--- config.mk ---
export PLATFORM = sky130hd
export DESIGN_NAME = osd_cmd_sequencer
export DESIGN_NICKNAME = d
export VERILOG_FILES = /design/src/rtl/osd_cmd_sequencer.sv
export SDC_FILE = /design/constraint.sdc
export NUM_CORES = 1
export LEC_CHECK = 0
export CAP_MARGIN = 20
export CELL_PAD_IN_SITES_DETAIL_PLACEMENT = 1
export CELL_PAD_IN_SITES_GLOBAL_PLACEMENT = 1
export CORE_ASPECT_RATIO = 2
export CORE_UTILIZATION = 42
export CTS_CLUSTER_DIAMETER = 200
export DETAILED_ROUTE_END_ITERATION = 8
export PLACE_DENSITY_LB_ADDON = 0.1
export SLEW_MARGIN = 20
export SYNTH_ARGS = -nofsm -noshare
export SYNTH_HDL_FRONTEND = slang
export SYNTH_SLANG_ARGS = --single-unit
--- constraint.sdc ---
create_clock -name clk_bus -period 3.5 [get_ports clk_bus]
set_input_delay 0.525 -clock clk_bus [delete_from_list [all_inputs] [get_ports clk_bus]]
set_output_delay 0.525 -clock clk_bus [all_outputs]
set_load 0.03 [all_outputs]
--- src/rtl/osd_cmd_sequencer.sv ---
// Turns one overlay request into a timed sequence of 16-bit command words, each held for HOLD_CYCLES.
// A separator word is inserted whenever the next word would repeat the word already on the bus.
module osd_cmd_sequencer #(
  parameter int          HOLD_CYCLES = 4,
  parameter logic [15:0] SEP_WORD    = 16'hFF00
) (
  input  logic        clk_bus,
  input  logic        areset_n,
  input  logic        req_valid,
  output logic        req_ready,
  input  logic [2:0]  req_op,
  input  logic [4:0]  req_x,
  input  logic [4:0]  req_y,
  input  logic [7:0]  req_char,
  input  logic [7:0]  req_attr,
  input  logic        req_flag,
  input  logic [9:0]  req_len,
  output logic [15:0] osd_command,
  output logic        busy
);

  typedef enum logic [2:0] {IDLE, SEP, W_CMD, W_X, W_Y, W_CHAR, W_ATTR} state_t;

  localparam logic [3:0] HOLD_LD = 4'(HOLD_CYCLES);

  state_t      state_q, state_d;
  state_t      pend_q, pend_d;
  logic [15:0] cmd_q, cmd_d;
  logic [3:0]  hold_q, hold_d;
  logic [2:0]  op_q, op_d;
  logic [4:0]  x_q, x_d;
  logic [4:0]  y_q, y_d;
  logic [7:0]  char_q, char_d;
  logic [7:0]  attr_q, attr_d;
  logic        flag_q, flag_d;
  logic [10:0] cells_q, cells_d;

  logic        go;
  state_t      tgt;
  logic [15:0] tgt_w;
  logic [4:0]  nx, ny;

  function automatic logic [15:0] word_of(input state_t s, input logic [2:0] op,
                                          input logic [4:0] x, input logic [4:0] y,
                                          input logic [7:0] ch, input logic [7:0] at,
                                          input logic fl);
    logic [15:0] w;
    w = SEP_WORD;
    case (s)
      W_X:    w = {8'h10, 3'b000, x};
      W_Y:    w = {8'h11, 3'b000, y};
      W_CHAR: w = {8'h12, ch};
      W_ATTR: w = {8'h13, at};
      W_CMD: begin
        case (op)
          3'd0:    w = {8'h01, 7'd0, fl};
          3'd1:    w = {8'h02, 7'd0, fl};
          3'd4:    w = 16'h2001;
          3'd5:    w = {8'h21, ch};
          default: w = SEP_WORD;
        endcase
      end
      default: w = SEP_WORD;
    endcase
    return w;
  endfunction

  always_comb begin
    state_d = state_q;
    pend_d  = pend_q;
    cmd_d   = cmd_q;
    hold_d  = hold_q;
    op_d    = op_q;
    x_d     = x_q;
    y_d     = y_q;
    char_d  = char_q;
    attr_d  = attr_q;
    flag_d  = flag_q;
    cells_d = cells_q;
    go      = 1'b0;
    tgt     = IDLE;
    tgt_w   = 16'h0000;
    nx      = x_q + 5'd1;
    ny      = (x_q == 5'd31) ? y_q + 5'd1 : y_q;

    case (state_q)
      IDLE: begin
        if (req_valid) begin
          op_d    = req_op;
          x_d     = req_x;
          y_d     = req_y;
          char_d  = req_char;
          attr_d  = req_attr;
          flag_d  = req_flag;
          cells_d = (req_op == 3'd3) ? ((req_len == 10'd0) ? 11'd1024 : {1'b0, req_len}) : 11'd1;
          // Reserved opcodes spend one busy cycle in W_CMD without touching the bus.
          if (req_op inside {3'd6, 3'd7}) begin
            state_d = W_CMD;
            hold_d  = 4'd1;
          end else begin
            go    = 1'b1;
            tgt   = (req_op == 3'd2 || req_op == 3'd3) ? W_X : W_CMD;
            tgt_w = word_of(tgt, req_op, req_x, req_y, req_char, req_attr, req_flag);
          end
        end
      end
      default: begin
        if (hold_q > 4'd1) begin
          hold_d = hold_q - 4'd1;
        end else begin
          case (state_q)
            SEP: begin
              state_d = pend_q;
              cmd_d   = word_of(pend_q, op_q, x_q, y_q, char_q, attr_q, flag_q);
              hold_d  = HOLD_LD;
            end
            W_X: begin
              go    = 1'b1;
              tgt   = W_Y;
              tgt_w = word_of(W_Y, op_q, x_q, y_q, char_q, attr_q, flag_q);
            end
            W_Y: begin
              go    = 1'b1;
              tgt   = W_CHAR;
              tgt_w = word_of(W_CHAR, op_q, x_q, y_q, char_q, attr_q, flag_q);
            end
            W_CHAR: begin
              go    = 1'b1;
              tgt   = W_ATTR;
              tgt_w = word_of(W_ATTR, op_q, x_q, y_q, char_q, attr_q, flag_q);
            end
            W_ATTR: begin
              cells_d = cells_q - 11'd1;
              if (cells_q > 11'd1) begin
                x_d   = nx;
                y_d   = ny;
                go    = 1'b1;
                tgt   = W_X;
                tgt_w = word_of(W_X, op_q, nx, ny, char_q, attr_q, flag_q);
              end else begin
                state_d = IDLE;
                hold_d  = 4'd0;
              end
            end
            default: begin
              state_d = IDLE;
              hold_d  = 4'd0;
            end
          endcase
        end
      end
    endcase

    // A repeated word would be invisible to the overlay, so park on the separator first.
    if (go) begin
      hold_d = HOLD_LD;
      if (tgt_w == cmd_q) begin
        state_d = SEP;
        pend_d  = tgt;
        cmd_d   = SEP_WORD;
      end else begin
        state_d = tgt;
        cmd_d   = tgt_w;
      end
    end
  end

  always_ff @(posedge clk_bus or negedge areset_n) begin
    if (!areset_n) begin
      state_q <= IDLE;
      pend_q  <= IDLE;
      cmd_q   <= 16'h0000;
      hold_q  <= 4'd0;
      op_q    <= 3'd0;
      x_q     <= 5'd0;
      y_q     <= 5'd0;
      char_q  <= 8'd0;
      attr_q  <= 8'd0;
      flag_q  <= 1'b0;
      cells_q <= 11'd0;
    end else begin
      state_q <= state_d;
      pend_q  <= pend_d;
      cmd_q   <= cmd_d;
      hold_q  <= hold_d;
      op_q    <= op_d;
      x_q     <= x_d;
      y_q     <= y_d;
      char_q  <= char_d;
      attr_q  <= attr_d;
      flag_q  <= flag_d;
      cells_q <= cells_d;
    end
  end

  assign req_ready   = (state_q == IDLE);
  assign busy        = ~req_ready;
  assign osd_command = cmd_q;

endmodule

==> results of run 1 <==
final cells by class:
type / count / share of cell area, %
clock buffer: 9 / 3.981
timing repair buffer: 91 / 14.60
sequential: 64 / 28.31
multi-input combinational: 429 / 48.15
clock inverter: 7 / 0.9954
tap: 137 / 3.030
inverter: 14 / 0.9290
sequential cells by signal (all words and copies together) (netlist names), 3 cells and up:
| register | flops |
|---|---|
| osd_command | 13 |
| cells_q | 11 |
| attr_q | 8 |
| char_q | 8 |
| x_q | 5 |
| y_q | 5 |
| hold_q | 4 |
| op_q | 3 |
| pend_q | 3 |
| state_q | 3 |
worst max path at each step:
stage                                  start                    end  slack (ps)  depth (start not counted)
after floorplan           x_q[0]$_DFFE_PN0P_  pend_q[0]$_DFFE_PN0P_         680                          8
after global placement             req_valid  pend_q[2]$_DFFE_PN0P_          60                          9
final                     x_q[0]$_DFFE_PN0P_  pend_q[0]$_DFFE_PN0P_         360                          8
after CTS                          req_valid  pend_q[0]$_DFFE_PN0P_         350                          9
after global routing               req_valid  pend_q[0]$_DFFE_PN0P_         220                          9
after detailed placement           req_valid  pend_q[0]$_DFFE_PN0P_          -2                          9
power breakdown:
group | leakage, nW | internal [mW] | switching [mW]
Clock | 0.136 | 0.487 | 0.385
Sequential | 0.806 | 1.08 | 0.470
Combinational | 1.39 | 1.10 | 1.72
Total | 2.34 | 2.67 | 2.57
through the flow:
stage	setup slack, ps	hold WS, ps	TNS [ps]	power, mW	util (%)
floorplan	679.8	229.4	0	3.312	-
global placement	56.00	468.9	0	4.246	50.98
detailed placement	-1.978	478.1	-1.978	4.362	50.98
CTS	346.4	226.8	0	5.254	53.65
global route	219.9	258.3	0	5.591	53.65
finish	357.3	209.4	0	5.240	53.65
cell families after synthesis:
group	synth area share [%]
AOI/OAI and AO/OA	26.03
xor gates and xnor gates	1.154
adders and majority gates	1.924
buffers and inverters	5.167
DFF	35.18
muxes	3.601
and+or+nand+nor	26.94
layer usage:
layer | share of wire (%) | wire [µm] | up-vias | global-route usage, %
li1 | - | - | 2124 | -
met1 | 36 | 5937 | 2279 | 33.62
met2 | 54 | 9075 | 153 | 57.72
met3 | 3.7 | 621 | 65 | 6.216
met4 | 6.1 | 1024 | 0 | 20.65
met5 | 0 | 0 | - | 0
placed cells by master (no fill, tap or decap), types with 4 or more instances in the layout:
master	synthesis	routed
nand2_1	96	96
dfrtp_1	64	64
clkdlybuf4s50_1	0	58
o21ai_0	46	46
nor2_1	42	42
buf_4	6	32
a21oi_1	29	29
nor3_1	17	17
inv_1	14	14
nand3_1	11	11
nor2b_1	11	11
mux2i_1	10	10
o221ai_1	9	9
clkbuf_16	0	9
and2_1	7	7
a22oi_1	7	7
a32oi_1	7	7
ha_1	7	7
o21ai_1	6	6
o211ai_1	6	6
nor4_1	6	6
o22ai_1	6	6
o21a_1	5	5
a22o_1	5	5
and3_1	4	4
a31oi_1	4	4
nand2b_1	4	4
xor2_1	4	4
a222oi_1	4	4
worst register-to-register path: stages (launching register included):
cell and delay (ps):
dfrtp_1 460, ha_1 290, and3_1 180, ha_1 320
and2_1 180, a2111oi_1 610, o311ai_4 210, nor4_4 430
mux2_4 340
==> key figures, run 1 <==
Job
  • Max Cap Viol: 0

Synth
  • Ys flop type: dfrtp_1
  • Top cells by count, synth: nand2_1, dfrtp_1, o21ai_0
  • Mean Syn Cell Area: approximately 8.4 µm²
  • Post-synth EDFFs: 0
  • Synthesis Warnings: 0
  • Synth Net Count: roughly 590
  • Seq/Total Area, Yosys: a little over a third
  • Top-count cell post-synth: nand2_1
  • Synth Register Bits: 64
  • Top cells by area, synth: dfrtp_1, nand2_1, o21ai_0, nor2_1, a21oi_1
  • Cell count after synthesis: 542
  • Async S/R FF share, synth: 100.0%
  • Synth area leader: dfrtp_1
  • Synth cell types: 80
  • Post-Syn Area: around 4600 µm²
  • Synth top area share: a little over a third

Timing
  • Setup Skew: between 7 and 8 ps
  • Final Slew Violations: 0
  • Final Hold Viols: 0
  • Fmax: between 300 and 400 MHz
  • Worst slew pin tran: 947.5 ps
  • Setup violators final: 0
  • RSZ-0062 raised after global routing: no
  • Final Cycle Share: 89.79%
  • Slew HR: a little over a third
  • Tmin final: about 3100 ps

CTS
  • # H-tree levels: 3
  • Setup Fix Bufs, Post-CTS: 0
  • CTS Root Cell: clkbuf_16
  • Bufs on Longest Clock Path: 2
  • Clock-pin slew on the worst setup and hold paths: approximately 60 ps
  • CTS Buf Count: 9
  • CTS Hold Bufs: 0
  • Clk sinks: between 60 and 70
  • CTS tree: built
  • Worst skew pair latency: 340 ps
  • Post-CTS Resized: 0

Floorplan
  • Core ar.: 10540 µm²
  • Die area: approximately 11000 µm²
  • Starting density of the core: 43.17%
  • Ports: 61
  • Num rows: 53
  • DIE WIDTH: roughly 76 µm
  • Die H: around 150 µm

Finish
  • Layout area overhead: 24.27%
  • Antenna diodes: 0
  • Final Instance Area: roughly 5700 µm²
  • Post-route insts no fill: approximately 750
  • Fill cells: approximately 1300
  • Register area: 1602 µm²
  • Multi-input gate area: 2724 µm²
  • Layout cell share with drive strength beyond 1: around an eighth
  • Fin nets: 659

GRT
  • Vias in the first global route: about 5200
  • Global-route wire length before repair: roughly 27 mm
  • Largest net degree at the start of global routing: 38
  • GRT overflow: 0
  • Initial antenna violation count: 0
  • GR Util All Layers: roughly a third

Outcome
  • Status: complete, no violations

Critical path
  • Setup crit end kind: flip-flop
  • Worst-case reg-to-reg path depth: 8
  • Crit path max fanout: 5
  • Startpoint types: flip-flop
  • Reg2Reg Launch Point: x_q[0]$_DFFE_PN0P_
  • CP most frequent cell: ha_1
  • Crit path cell chain: ha_1 -> and3_1 -> ha_1 -> and2_1 -> a2111oi_1 -> o311ai_4 -> nor4_4 -> mux2_4
  • Critical Path Slowest Stage Cell: a2111oi_1
  • Worst Path Buf+Inv: 0
  • R2R Path End: pend_q[0]$_DFFE_PN0P_
  • Req. time, crit path: ~3700 ps
  • Top delay family on crit path: compound AO/OA/AOI/OAI gates
  • CP Class: flip-flop to flip-flop
  • Largest stage delay, worst path: just over 600 ps
  • Reg2reg setup slack: 360 ps
  • Worst Path Arrival: 3370 ps

Detailed routing
  • Iter 0 DRT Violations: roughly 200
  • Total Wirelength: 16.66 mm
  • DR vias: ~4600
  • DR vias/cell: about 6.2
  • Wire per inst: 22.18 µm
  • Post-route ant nets: 0
  • Drt drc: 0
  • Drt pass-1 iters: 4

Placement
  • GP Congestion: ~0.9
  • Placed insts: around 740
  • Detailed Place HPWL: 12.90 mm
  • Placed inst area: between 5000 and 6000 µm²
  • Number of buffers added on ports: 60

Power and ir drop
  • PwrDens: roughly 930 nW/µm²
  • Leakage Power: roughly 2.3 nW
  • IR drop worst, VDD: between 0.0004 and 0.0005 V

Worst hold path
  • Hold crit path type: input port to asynchronous set/reset pin
Power figures use the tool's default switching activity.
==> run 2: changes to the inputs <==
--- a/config.mk
+++ b/config.mk
@@ -12,6 +12,7 @@
 export CORE_UTILIZATION = 42
 export CTS_CLUSTER_DIAMETER = 200
 export DETAILED_ROUTE_END_ITERATION = 8
+export GPL_TIMING_DRIVEN = 0
 export PLACE_DENSITY_LB_ADDON = 0.1
 export SLEW_MARGIN = 20
 export SYNTH_ARGS = -nofsm -noshare
==> run 2 against run 1 <==
Sequential power about the same; sequential share of layout area down 0.10 points; largest cell class unchanged; combinational power up 2%; worst hold slack worse by 180 ps; die area unchanged; power up 3.4%; register-to-register slack worse by 90 ps; clock power up 15%; critical endpoint is now busy; flip-flop and latch count unchanged; first-iteration DRC count up 32%; critical path depth down 3.
==> key figures, run 2 (synthesized netlist as in run 1, its figures left out) <==
CTS
  • Clk sinks: 64
  • Worst skew pair latency: ~340 ps
  • CTS Buf Count: 9
  • # H-tree levels: 3
  • CTS Root Cell: clkbuf_16
  • CTS tree: built
  • Setup Fix Bufs, Post-CTS: 0
  • Clock-pin slew on the worst setup and hold paths: 60 ps
  • Bufs on Longest Clock Path: 2
  • CTS Hold Bufs: 0

Critical path
  • Reg2reg setup slack: between 200 and 300 ps
  • Worst-case reg-to-reg path depth: 10
  • Worst Path Arrival: between 2000 and 3000 ps
  • Largest stage delay, worst path: between 700 and 800 ps
  • Crit path max fanout: 10
  • Critical Path Slowest Stage Cell: clkdlybuf4s50_1
  • Crit path cell chain: buf_2 -> nor2_1 -> nand2_1 -> clkbuf_1 -> clkdlybuf4s50_1
  • Startpoint types: flip-flop
  • CP Class: flip-flop to output pin
  • R2R Path End: osd_command[4]$_DFFE_PN0P_
  • Req. time, crit path: slightly below 3000 ps
  • Top delay family on crit path: buffers and inverters
  • Worst Path Buf+Inv: 3
  • Setup crit end kind: output pin
  • Reg2Reg Launch Point: cells_q[1]$_DFFE_PN0P_

GRT
  • Largest net degree at the start of global routing: 53
  • GR met2 Demand/Resource: about three fifths
  • Vias in the first global route: 5109
  • Most crowded layer after global routing: met2
  • Global-route wire length before repair: 27.58 mm
  • GR Util All Layers: 34.27%
  • GR met1 Demand/Resource: 33.41%
  • Initial antenna violation count: 0
  • Met3 usage in global routing: 8.784%
  • GRT overflow: 0

Finish
  • Commonest cells after routing, fill and taps aside: nand2_1, dfrtp_1, clkdlybuf4s50_1, o21ai_0, nor2_1
  • Final Instance Area: approximately 5700 µm²
  • Layout area overhead: 24.71%
  • Largest register FFs: 13
  • Most common cell after layout, fill and taps aside: nand2_1
  • Layout cell share with drive strength beyond 1: approximately 10%
  • Antenna diodes: 0
  • Utilization after layout: a little over half
  • Fin nets: 662

Timing
  • Final Cycle Share: 95.43%
  • Final TNS setup: 0 ps
  • Final Slew Violations: 0
  • Slew HR: between 30% and 40%
  • Setup Skew: slightly above 8 ps
  • Worst slew pin tran: about 1000 ps
  • RSZ-0062 raised after global routing: no
  • Fmax: 299.4 MHz
  • Tmin final: around 3300 ps
  • Final Hold Viols: 0
  • Final worst setup slack: approximately 160 ps
  • Setup violators final: 0

Detailed routing
  • DR vias/cell: 6.301
  • Total Wirelength: ~18 mm
  • Wire per inst: roughly 23 µm
  • Drt pass-1 iters: 4
  • DR vias: approximately 4800
  • Drt drc: 0
  • Iter 0 DRT Violations: 260
  • Post-route ant nets: 0

Floorplan
  • DIE WIDTH: 75.62 µm
  • Core ar.: 10540 µm²
  • Starting density of the core: between 40% and 50%
  • Die area: ~11000 µm²
  • Ports: just over 60
  • Num rows: 53
  • Die H: around 150 µm

Placement
  • GP Congestion: roughly 0.93
  • Setup WS pre-CTS: -372.8 ps
  • Detailed Place HPWL: approximately 14 mm
  • Number of buffers added on ports: 59
  • Placed inst area: 5339 µm²

Power and ir drop
  • Leakage Power: 2.324 nW
  • PwrDens: approximately 950 nW/µm²
  • IR drop worst, VDD: roughly 0.00054 V

Outcome
  • Status: complete, no violations

Job
  • Max Cap Viol: 0

Worst hold path
  • Hold crit path type: input port to asynchronous set/reset pin
==> run 2: final cells by class <==
cell class              instances  area [µm²]
repair buffers                 60       620.6
clock inverters                 6       93.84
clock buffers                  10       229.0
well taps                     137       171.4
multi-input cells             429        2724
flip-flops and latches         64        1602
inverters                      14       56.30
plain buffers                  34       180.2
fillers                      1245        4867
==> run 2: through the flow <==
| step | cells | hold WS [ps] | power [mW] |
|---|---|---|---|
| finish | 754 | 31.48 | 5.417 |
| global route | 754 | 31.22 | 5.728 |
| CTS | 754 | 35.59 | 5.387 |
| detailed placement | 739 | 397.4 | 4.378 |
| global placement | 738 | 484.8 | 4.239 |
| floorplan | 542 | 229.4 | 3.312 |
==> run 2: what timing repair did <==
action                                  in CTS  in global routing
pin swaps                                    1                  0
gates cloned                                 0                  0
endpoints found under the setup margin       9                 15
gates resized for setup                      2                  3
==> run 2: power breakdown <==
group          internal [mW]  leakage [nW]  switching, mW
clock network          0.628         0.153          0.372
logic                   1.08          1.36           1.81
registers               1.08         0.806          0.459
==> run 2: worst max-delay path by stage <==
stage,startpoint,endpoint,slack (ps),depth (start not counted)
global route,hold_q[3]$_DFFE_PN0P_,osd_command[4]$_DFFE_PN0P_,50,8
floorplan,x_q[0]$_DFFE_PN0P_,pend_q[0]$_DFFE_PN0P_,680,8
finish,state_q[2]$_DFFE_PN0P_,busy,160,5
CTS,req_valid,osd_command[4]$_DFFE_PN0P_,10,10
global placement,areset_n,cells_q[5]$_DFFE_PN0P_,-420,1
detailed placement,req_valid,osd_command[4]$_DFFE_PN0P_,-370,10
==> run 2: per-layer routing <==
layer | share of wire, % | wire length [µm]
met1 | 34 | 5997
met3 | 4.4 | 774
met5 | 0 | 0
met4 | 7.5 | 1315
met2 | 54 | 9527
